File: src/rtl/bldc_dead_time_inserter_if.sv
// Control/status bundle between the PWM source (master) and the
// dead-time inserter (slave).
interface bldc_dead_time_inserter_if #(
  parameter int dead_ticks_width = 8
);
  logic                        enable;
  logic [dead_ticks_width-1:0] dead_ticks;
  logic [5:0]                  pwm_in;
  logic                        fault_clear;
  logic [5:0]                  gate_out;
  logic [2:0]                  fault;
  logic                        busy;

  modport master (
    output enable, dead_ticks, pwm_in, fault_clear,
    input  gate_out, fault, busy
  );

  modport slave (
    input  enable, dead_ticks, pwm_in, fault_clear,
    output gate_out, fault, busy
  );
endinterface

File: src/rtl/bldc_dead_time_inserter.sv
// Gate-drive conditioning: per-phase dead-time insertion on every turn-on
// and shoot-through blocking with a sticky per-phase fault flag.
// Phase p (0=C, 1=B, 2=A) uses high request pwm_in[3+p], low request pwm_in[p].
module bldc_dead_time_inserter #(
  parameter int dead_ticks_width = 8
) (
  input  logic                            clk,
  input  logic                            reset,
  bldc_dead_time_inserter_if.slave        bus
);

  typedef enum logic [2:0] {
    S_OFF,
    S_DEAD_H,
    S_DEAD_L,
    S_ON_H,
    S_ON_L
  } state_e;

  localparam logic [dead_ticks_width-1:0] CNT_ONE = 1;

  state_e                      state_q [3];
  state_e                      state_d [3];
  logic [dead_ticks_width-1:0] cnt_q   [3];
  logic [dead_ticks_width-1:0] cnt_d   [3];
  logic [5:0]                  gate_q, gate_d;
  logic [2:0]                  fault_q, fault_d, fault_set;
  logic                        busy_q, busy_d;

  logic [2:0] h_only, l_only, both_req;
  logic       dead_zero;

  assign h_only    =  bus.pwm_in[5:3] & ~bus.pwm_in[2:0];
  assign l_only    = ~bus.pwm_in[5:3] &  bus.pwm_in[2:0];
  assign both_req  =  bus.pwm_in[5:3] &  bus.pwm_in[2:0];
  assign dead_zero = (bus.dead_ticks == '0);

  // Next-state decode for the three phase FSMs; gates and busy decoded from next state
  always_comb begin
    gate_d    = '0;
    busy_d    = 1'b0;
    fault_set = '0;
    for (int p = 0; p < 3; p++) begin
      state_d[p] = state_q[p];
      cnt_d[p]   = cnt_q[p];
      if (!bus.enable) begin
        state_d[p] = S_OFF;
        cnt_d[p]   = '0;
      end else if (fault_q[p] && !bus.fault_clear) begin
        // latched fault parks the phase; a clear pulse releases it on the same edge
        state_d[p] = S_OFF;
        cnt_d[p]   = '0;
      end else if (state_q[p] == S_DEAD_H && h_only[p]) begin
        if (cnt_q[p] > CNT_ONE) begin
          cnt_d[p] = cnt_q[p] - CNT_ONE;
        end else begin
          state_d[p] = S_ON_H;
          cnt_d[p]   = '0;
        end
      end else if (state_q[p] == S_DEAD_L && l_only[p]) begin
        if (cnt_q[p] > CNT_ONE) begin
          cnt_d[p] = cnt_q[p] - CNT_ONE;
        end else begin
          state_d[p] = S_ON_L;
          cnt_d[p]   = '0;
        end
      end else if ((state_q[p] == S_ON_H && h_only[p]) ||
                   (state_q[p] == S_ON_L && l_only[p])) begin
        state_d[p] = state_q[p];
      end else if (h_only[p]) begin
        // fresh entry (also a side swap mid-dead): reload the full dead time
        state_d[p] = dead_zero ? S_ON_H : S_DEAD_H;
        cnt_d[p]   = dead_zero ? '0 : bus.dead_ticks;
      end else if (l_only[p]) begin
        state_d[p] = dead_zero ? S_ON_L : S_DEAD_L;
        cnt_d[p]   = dead_zero ? '0 : bus.dead_ticks;
      end else begin
        state_d[p]   = S_OFF;
        cnt_d[p]     = '0;
        fault_set[p] = both_req[p];
      end

      gate_d[3+p] = (state_d[p] == S_ON_H);
      gate_d[p]   = (state_d[p] == S_ON_L);
      busy_d      = busy_d | (state_d[p] == S_DEAD_H) | (state_d[p] == S_DEAD_L);
    end
    // a new shoot-through in the same cycle as a clear keeps the flag set
    fault_d = (fault_q & ~{3{bus.fault_clear}}) | fault_set;
  end

  // State, counters and registered outputs; reset drops every gate immediately
  always_ff @(posedge clk or posedge reset) begin
    if (reset) begin
      state_q <= '{default: S_OFF};
      cnt_q   <= '{default: '0};
      gate_q  <= '0;
      fault_q <= '0;
      busy_q  <= 1'b0;
    end else begin
      state_q <= state_d;
      cnt_q   <= cnt_d;
      gate_q  <= gate_d;
      fault_q <= fault_d;
      busy_q  <= busy_d;
    end
  end

  assign bus.gate_out = gate_q;
  assign bus.fault    = fault_q;
  assign bus.busy     = busy_q;

endmodule

File: src/flat_wrapper.sv
// flat-port wrapper written by rule: the top's interface ports become plain ports
module bldc_dead_time_inserter_flat 
#(
  parameter int dead_ticks_width = 8
)
  (clk, reset, bus_enable, bus_dead_ticks, bus_pwm_in, bus_fault_clear, bus_gate_out, bus_fault, bus_busy);
  bldc_dead_time_inserter_if #(.dead_ticks_width(dead_ticks_width)) bus_i ();
  input  logic clk;
  input  logic reset;
  input wire logic [$bits(bus_i.enable)-1:0] bus_enable;
  input wire logic [$bits(bus_i.dead_ticks)-1:0] bus_dead_ticks;
  input wire logic [$bits(bus_i.pwm_in)-1:0] bus_pwm_in;
  input wire logic [$bits(bus_i.fault_clear)-1:0] bus_fault_clear;
  output wire logic [$bits(bus_i.gate_out)-1:0] bus_gate_out;
  output wire logic [$bits(bus_i.fault)-1:0] bus_fault;
  output wire logic [$bits(bus_i.busy)-1:0] bus_busy;
  assign bus_i.enable = bus_enable;
  assign bus_i.dead_ticks = bus_dead_ticks;
  assign bus_i.pwm_in = bus_pwm_in;
  assign bus_i.fault_clear = bus_fault_clear;
  assign bus_gate_out = bus_i.gate_out;
  assign bus_fault = bus_i.fault;
  assign bus_busy = bus_i.busy;
  bldc_dead_time_inserter #(.dead_ticks_width(dead_ticks_width)) u_core (.clk(clk), .reset(reset), .bus(bus_i));
endmodule
File: config.mk
export PLATFORM = sky130hd
export DESIGN_NAME = bldc_dead_time_inserter_flat
export DESIGN_NICKNAME = d
export VERILOG_FILES = /design/src/rtl/bldc_dead_time_inserter_if.sv /design/src/rtl/bldc_dead_time_inserter.sv /design/src/flat_wrapper.sv
export SDC_FILE = /design/constraint.sdc
export NUM_CORES = 1
export LEC_CHECK = 0
export CORE_ASPECT_RATIO = 1.25
export CORE_MARGIN = 2
export CORE_UTILIZATION = 61
export DETAILED_ROUTE_END_ITERATION = 8
export GPL_TIMING_DRIVEN = 0
export PLACE_DENSITY = 0.85
export SYNTH_ARGS = -nofsm -noshare
export SYNTH_HDL_FRONTEND = slang
export SYNTH_SLANG_ARGS = --single-unit
File: constraint.sdc
create_clock -name clk -period 3.9 [get_ports clk]
set_input_delay 0.585 -clock clk [delete_from_list [all_inputs] [get_ports clk]]
set_output_delay 0.585 -clock clk [all_outputs]
set_load 0.01 [all_outputs]
======== Word level (Yosys, flattened, before mapping) ========
Index checks and enable logic that the tools add are counted.
word-level totals
  memories kept ........................... 0
  bits in writable memories ............... 0
  register bits ........................... 43
  bits in read-only memories .............. 0
  word-level logic and storage cells ...... 150
  latch bits .............................. 0
operators by class
  div/mod/pow operators ................... 0
  reductions and logical operators ........ 20
  add/sub/neg operators ................... 3
  $mul .................................... 0
  equality and inequality tests ........... 27
  magnitude comparators ................... 3
  multiplexer cells ....................... 75
  shifts and indexed selects .............. 0
  bitwise operators ....................... 13
operator list
  operator                                                                          number
  8-bit two-way mux                                                                 25
  3-bit two-way mux                                                                 28
  3-bit by 2-bit == test with 1-bit output (second input constant)                  12
  8-bit by 1-bit greater-than comparator with 1-bit output (second input constant)  3
  8-bit by 1-bit subtractor with 8-bit output (second input constant)               3
  1-bit two-way mux                                                                 21
  3-bit by 1-bit == test with 1-bit output (second input constant)                  6
  3-bit == test (second input constant)                                             6
  1-bit logical AND                                                                 15
  5-bit by 2-bit != test with 1-bit output (second input constant)                  3
  3-bit bitwise AND                                                                 4
  3-bit inverter                                                                    3
  8-bit zero test                                                                   1
  1-bit OR                                                                          5
  1-bit logical OR                                                                  3
  3-bit OR                                                                          1
  2-bit two-way mux                                                                 1
  1-bit zero test                                                                   1

======== Depth between registers and ports, before layout ========
Gate-level depths: netlist (run 1).
  depth in word-level cells ............... 15
  mapped depth ............................ 9
  mapped depth without buffers ............ 8

======== Worst setup path before layout (run 1) ========
Ideal clock, no wire load.
  path type ............................... register -> register
  start point ............................. reg u_core.cnt_q[11] (netlist name)
  end point ............................... reg u_core.busy_q (netlist: u_core.bus.busy)
  setup slack ............................. 1,330 ps
  required time ........................... 3,776 ps
  arrival ................................. 2,447 ps
  setup time .............................. 124 ps
  stages on the path, launching flop included .. 7
  cell sequence ........................... dfrtp_1 or4_1 or4_4 mux2_4 a2111oi_4 a311oi_1 a211o_1
between the ends
  word-level cells in the longest chain between the ends .. 11
  elaborated cells on any way between the ends .. 13
  those cells by class .................... 1 x order compare; 2 x eq/ne; 6 x mux; 4 x bitwise
RTL lines
  item                                                          line                                                          RTL
  start: declaration                                            bldc_dead_time_inserter.sv:24                                 logic [dead_ticks_width-1:0] cnt_q [3];
  start signal: assignment                                      bldc_dead_time_inserter.sv:101                                cnt_q <= cnt_d;
  8-bit by 1-bit greater-than comparator with 1-bit output (*)  bldc_dead_time_inserter.sv:54, bldc_dead_time_inserter.sv:61
  3-bit two-way mux                                             bldc_dead_time_inserter.sv:61                                 if (cnt_q[p] > CNT_ONE) begin
  3-bit two-way mux                                             bldc_dead_time_inserter.sv:60                                 end else if (state_q[p] == S_DEAD_L && l_only[p]) begin
  3-bit two-way mux (*)                                         bldc_dead_time_inserter.sv:53                                 end else if (state_q[p] == S_DEAD_H && h_only[p]) begin
  3-bit two-way mux (*)                                         bldc_dead_time_inserter.sv:49                                 end else if (fault_q[p] && !bus.fault_clear) begin
  3-bit two-way mux (*)                                         bldc_dead_time_inserter.sv:46                                 if (!bus.enable) begin
  3-bit by 1-bit == test with 1-bit output                      bldc_dead_time_inserter.sv:85                                 busy_d = busy_d | (state_d[p] == S_DEAD_H) | (state_d[p] == S_DEAD_L);
  1-bit OR                                                      bldc_dead_time_inserter.sv:85
  1-bit OR (*) (3 in a row)                                     bldc_dead_time_inserter.sv:85
  via u_core.busy_d                                             bldc_dead_time_inserter.sv:28                                 logic busy_q, busy_d;
  end signal: assignment                                        bldc_dead_time_inserter.sv:104                                busy_q <= busy_d;
  end: declaration                                              bldc_dead_time_inserter.sv:28
The timed path passes the listed nets; every way through them passes the cells marked *.
A chain may end at the register's enable or synchronous reset.

======== Worst setup path after layout (run 1) ========
  start point ............................. in bus_pwm_in[5]
  end point ............................... reg u_core.cnt_q[3] (netlist name)
between the ends
  word-level cells in the longest chain between the ends .. 9
  elaborated cells on any way between the ends .. 16
  those cells by class .................... 1 x eq/ne; 7 x mux; 3 x bitwise; 5 x reduce/logical
RTL lines
  item                line                           RTL
  start: declaration  flat_wrapper.sv:12             input wire logic [$bits(bus_i.pwm_in)-1:0] bus_pwm_in;
  3-bit inverter      bldc_dead_time_inserter.sv:34  assign l_only = ~bus.pwm_in[5:3] & bus.pwm_in[2:0];
  3-bit bitwise AND   bldc_dead_time_inserter.sv:34
  8-bit two-way mux   bldc_dead_time_inserter.sv:74  end else if (l_only[p]) begin
  8-bit two-way mux   bldc_dead_time_inserter.sv:70  end else if (h_only[p]) begin
  8-bit two-way mux   bldc_dead_time_inserter.sv:67  end else if ((state_q[p] == S_ON_H && h_only[p]) ||
  8-bit two-way mux   bldc_dead_time_inserter.sv:60
  8-bit two-way mux   bldc_dead_time_inserter.sv:53
  8-bit two-way mux   bldc_dead_time_inserter.sv:49
  8-bit two-way mux   bldc_dead_time_inserter.sv:46
Parallel ways exist; a longest one is shown, timed or not. The select of a mux whose other input is x is not followed.

==> results of run 1 <==
==> logic make-up after synthesis <==
kind of cell / Yosys count / share of synthesized area (%)
mux: 2 / 0.972
xor+xnor: 11 / 3.56
flops: 43 / 39.8
compound gates: 89 / 23.0
simple gates: 133 / 26.5
fa+ha+maj: 6 / 2.78
buf+inv: 25 / 3.47
==> cell type report <==
cell class | instances | area [um2]
Multi-Input combinational cell | 241 | 1530
Buffer | 8 | 30.0
Tap cell | 58 | 72.6
Clock inverter | 2 | 60.1
Sequential cell | 43 | 1080
Fill cell | 331 | 1130
Clock buffer | 6 | 72.6
Inverter | 17 | 63.8
Timing Repair Buffer | 27 | 280
==> registers in the layout, indices dropped and copies added (netlist names) <==
name / flops
u_core.state_q: 9
u_core.bus.fault: 3
u_core.cnt_q: 24
u_core.bus.gate_out: 6
u_core.bus.busy: 1
==> worst min-delay path, cell delays in order (launching register included) <==
cell and delay [ns]:
dfrtp_1 0.37, nand2_1 0.06, o21ai_0 0.07
==> cell usage in the layout, fill, tap and decap left out, types with 2 or more instances in the layout <==
cell,Yosys,layout
nor2b_1,6,6
dfrtp_1,43,43
nor3_1,9,9
a32o_1,3,3
bufinv_16,0,2
and3b_1,2,2
nor4b_1,7,7
nand2_1,23,23
clkbuf_8,0,5
a211oi_1,11,11
o22ai_1,6,6
clkbuf_1,8,9
o2bb2ai_1,2,2
a32oi_1,5,5
inv_1,17,16
nor2_1,41,41
clkdlybuf4s50_1,0,26
nand3b_1,2,2
xnor2_1,8,8
and2_1,3,3
nor4_1,6,6
or4bb_1,2,2
or3b_2,2,2
xor2_1,3,3
o21ai_0,13,13
nand2b_1,14,14
o21ai_1,2,2
a22oi_1,12,12
o21a_1,2,2
a21oi_1,21,21
or4_1,5,5
o211ai_1,2,2
nand3_1,5,5
ha_1,6,6
==> final timing paths <==
kind | start | depth (start not counted) | to | slack (ns)
worst max register to register | u_core.cnt_q[11] | 6 | u_core.bus.busy | 1.15
min in group asynchronous | reset | 3 | u_core.bus.fault[2] | 0.61
worst min-delay path | u_core.cnt_q[1] | 2 | u_core.cnt_q[1] | 0.53
worst max-delay path | bus_pwm_in[5] | 8 | u_core.cnt_q[3] | 1.02
max in group asynchronous | reset | 3 | u_core.cnt_q[18] | 3.07
worst min register to register | u_core.cnt_q[1] | 2 | u_core.cnt_q[1] | 0.53
==> routing by layer <==
layer	GRT usage (%)	vias up
li1	-	1211
met1	37.3	1241
met2	48.7	112
met3	5.59	24
met4	10.7	0
met5	0	-
==> power by group <==
part,internal [mW],switching (mW),leakage [nW]
Sequential,0.467,0.0222,0.583
Clock,0.256,0.157,0.0654
Combinational,0.101,0.128,0.683
Total,0.824,0.307,1.33
==> per-stage QoR <==
| step | hold WS (ns) | worst slack, ns | cells |
|---|---|---|---|
| finish | 0.532 | 1.02 | 402 |
| global route | 0.572 | 0.823 | 402 |
| CTS | 0.525 | 1.05 | 402 |
| detailed placement | 0.507 | 0.729 | 394 |
| global placement | 0.489 | 0.786 | 393 |
| floorplan | 0.472 | 1.33 | 309 |
==> qor.txt, run 1 <==
Power consumption -> 1.13 mW
Status -> complete, no violations
Detail-routed via count per cell -> 6.44
Nets -> 367
Number of global-route vias before repair -> 2,403
Count leader, synth -> dfrtp_1
Top cells by area, synth -> dfrtp_1 (40%), nor2_1 (5.7%), a21oi_1 (3.9%), a22oi_1 (3.3%), nand2b_1 (3.2%)
WL met3 -> 396 um
Wirelength, routed -> 6770 um
Sequential element share of the synthesized area -> 39.8%
Synth area leader -> dfrtp_1
CP bufs+invs -> 2
Distinct cells, synth -> 49
WP data required -> 4.11 ns
Die height -> 78.4 um
Worst-path clk slew -> 0.09 ns
Lkg Pwr -> 1.33 nW
GRT Residual Overflow -> 0
EDFF count, synth -> 0
Hold-fix buffer count after cts -> 0
Dpl cell area -> 3060 um2
Syn Area/Cell -> 8.75 um2
First-pass iteration count of the detailed router -> 8
Fin. max-slew vios -> 0
Setup violators final -> 0
Global-route wire length before repair -> 11,400 um
Largest net degree at the start of global routing -> 44
Max rail drop VDD -> 230 uV
Core area -> 4320 um2
Cell-by-cell trace of the critical path -> clkdlybuf4s50_1 > or4bb_1 > a21oi_1 > nor2b_1 > clkbuf_1 > nor2b_1 > a21oi_1 > o22ai_1
H-tree Lvls -> 2
Pwr Density -> 355 nW/um2
Setup CP Type -> in2reg
Hpwl dp -> 4760 um
Flops & latches, synth -> 43
Clock Tree Root -> clkbuf_8
Minimum clock period -> 2.88 ns
DRC -> 0
Synth-to-Final Area Change -> 18.0%
Diode count -> 0
Top-Level Pins -> 28
Final Cycle Share -> 74.0%
Resize count post-CTS -> 0
Share of flip-flops with an asynchronous set or reset -> 100%
Initial antenna violation count -> 0
Total Routing Usage GR -> 29.1%
CP max FO -> 9
CTS Sinks -> 43
Top post-synthesis cells by count -> dfrtp_1 (43), nor2_1 (41), nand2_1 (23)
Die footprint -> 4980 um2
Design area -> 3190 um2
Antenna Nets Post-Route -> 0
Min-Delay Path Class -> reg2reg
Share of post-route cells with drive strength above 1 -> 4.65%
Worst Setup End Kind -> flop
Critical-path top delay cell -> or4bb_1
DR vias -> 2,588
Slew headroom -> 53.9%
M1 WL -> 2850 um
Worst endpoint data arrival time -> 3.10 ns
Port Buffer Count -> 26
Initial DRC Count -> 294
Die X -> 63.6 um
Setup Buffers After CTS -> 0
Post-synth top area share -> 39.8%
WL met2 -> 3330 um
Final Hold Fails -> 0
Setup TNS Final -> 0 ns
Clk_lat worst skew -> 0.30 ns
Routability cong. -> 0.902
CP startpoint kind -> input port
Post-synthesis cell area -> 2700 um2
Clock skew -> 0.00999 ns
Crit path max-delay family -> simple AND/OR/NAND/NOR gates
Row cnt -> 27
Routed WL per cell -> 16.8 um
Fin util -> 73.8%
Syn_nets -> 333
Fmax -> 347 MHz
Worst-margin pin slew -> 0.692 ns
Synth warn -> 0
Crit path largest cell delay -> 0.57 ns
Post-Synthesis Cells -> 309
RSZ-0062 raised after global routing -> false
Post-synth top flop -> dfrtp_1
CTS Buffer Depth -> 2
Max Cap Viol -> 0
TritonCTS clock tree -> done
Num CTS Buffers -> 5
Top Metal Used -> met4
Initial core utilization -> 62.5%
Note: power is estimated with default switching activity, not from simulation.
==> run 2: changes to the inputs <==
Settings changed: CORE_UTILIZATION 61 to 57, PLACE_DENSITY 0.85 to 0.8.
Clock period 3.9 ns to 2.68 ns, I/O delays scaled along.
==> qor.txt, run 2 (same netlist as run 1, synthesis figures left out) <==
Routability cong. -> 0.921
Clock skew -> 0.00659 ns
Power consumption -> 1.47 mW
DR vias -> 2,544
First-pass iteration count of the detailed router -> 5
Wirelength, routed -> 6660 um
Worst-path clk slew -> 0.08 ns
Detail-routed via count per cell -> 6.30
Max reg flops -> 24
Met3 global-route usage -> 4.85%
Crit path largest cell delay -> 0.54 ns
Max rail drop VDD -> 344 uV
M1 GR Usage -> 34.2%
Die X -> 65.6 um
Cell-by-cell trace of the critical path -> or4_4 > or4_4 > mux2_4 > a2111oi_4 > a311oi_1 > a211o_1
Worst Setup End Kind -> flop
Setup TNS Final -> 0 ns
CTS Sinks -> 43
Diode count -> 0
Fin. max-slew vios -> 0
Max Cap Viol -> 0
DRC -> 0
CTS Buffer Depth -> 2
Setup violators final -> 0
Global-route wire length before repair -> 10,900 um
Final Cycle Share -> 97.1%
Die footprint -> 5310 um2
Worst setup margin -> 0.0777 ns
Fmax -> 384 MHz
Largest Register -> u_core.cnt_q
Pwr Density -> 463 nW/um2
Minimum clock period -> 2.60 ns
Core area -> 4660 um2
Post-Place Worst Slack -> -0.256 ns
Worst endpoint data arrival time -> 2.78 ns
Initial DRC Count -> 291
CP dominant cell by count -> or4_4
Commonest non-fill, non-tap cells in the layout -> dfrtp_1 (43), nor2_1 (41), clkdlybuf4s50_1 (26)
Num CTS Buffers -> 5
GRT Residual Overflow -> 0
Number of global-route vias before repair -> 2,317
Hpwl dp -> 4570 um
Antenna Nets Post-Route -> 0
Synth-to-Final Area Change -> 17.2%
Worst-margin pin slew -> 0.890 ns
Initial core utilization -> 58.0%
Initial antenna violation count -> 0
Final Hold Fails -> 0
Lkg Pwr -> 1.32 nW
Commonest non-fill, non-tap cell in the layout -> dfrtp_1
CP max FO -> 5
Largest net degree at the start of global routing -> 44
Placed Cells -> 395
Port Buffer Count -> 26
Slew headroom -> 40.6%
Row cnt -> 28
Share of post-route cells with drive strength above 1 -> 6.69%
Routed WL per cell -> 16.5 um
Critical-path top delay cell -> or4_4
Total Routing Usage GR -> 26.5%
Clock Tree Root -> clkbuf_8
TritonCTS clock tree -> done
CP startpoint kind -> flop
Setup CP Type -> reg2reg
Top-Level Pins -> 28
Clk_lat worst skew -> 0.30 ns
Status -> complete, no violations
WP data required -> 2.86 ns
Cell Count, Final, Fillers Out -> 404
Nets -> 368
Die height -> 81.0 um
Met2 Use GR -> 44.6%
Min-Delay Path Class -> in2reg
H-tree Lvls -> 2
Busiest grt layer -> met2
## run 2: layer usage
metal / up-vias / part of all wire [%]
li1: 1205 / -
met3: 12 / 5.9
met4: 0 / 1.8
met2: 83 / 51
met5: - / 0
met1: 1244 / 41
## run 2: final cells by class
class | count | area, um2
Clock inverter | 1 | 5.00
Inverter | 17 | 63.8
Clock buffer | 6 | 82.6
Timing Repair Buffer | 28 | 275
Buffer | 8 | 31.3
Fill cell | 390 | 1490
Tap cell | 60 | 75.1
Sequential cell | 43 | 1080
Multi-Input combinational cell | 241 | 1560
## run 2: what timing repair did
action / CTS / global route
hold buffers: 0 / 0
setup endpoints to repair: 1 / 6
resized for setup: 0 / 8
pin swaps: 0 / 1
cloned: 0 / 0
setup buffers: 2 / 0
## run 2: final timing paths
check | start | end | cells past startpoint | slack [ns]
min reg2reg | u_core.bus.fault[0] | u_core.bus.fault[0] | 2 | 0.54
max | u_core.cnt_q[11] | u_core.bus.busy | 6 | 0.08
max in group asynchronous | reset | u_core.cnt_q[19] | 2 | 1.51
max reg2reg | u_core.cnt_q[11] | u_core.bus.busy | 6 | 0.08
min in group asynchronous | reset | u_core.bus.busy | 2 | 0.60
min | bus_enable | u_core.bus.fault[1] | 3 | 0.48
## run 2: where the power goes
part	internal (mW)	total, mW	switching (mW)
Combinational	0.150	0.337	0.187
Sequential	0.680	0.710	0.0308
Clock	0.202	0.418	0.216
Total	1.03	1.47	0.433
## run 2: through the flow
| stage | utilization [%] | hold WS, ns | area, um2 |
|---|---|---|---|
| floorplan | - | 0.472 | 2700 |
| global placement | 65.2 | 0.490 | 3040 |
| detailed placement | 65.2 | 0.513 | 3040 |
| CTS | 67.4 | 0.487 | 3140 |
| global route | 68.0 | 0.536 | 3170 |
| finish | 68.0 | 0.484 | 3170 |
## run 2: worst max-delay path: cells and delay by family (launching register included)
family | cells | cell delay, ns
mux | 1 | 0.34
compound gates | 3 | 0.74
simple gates | 2 | 1.01
flops | 1 | 0.40
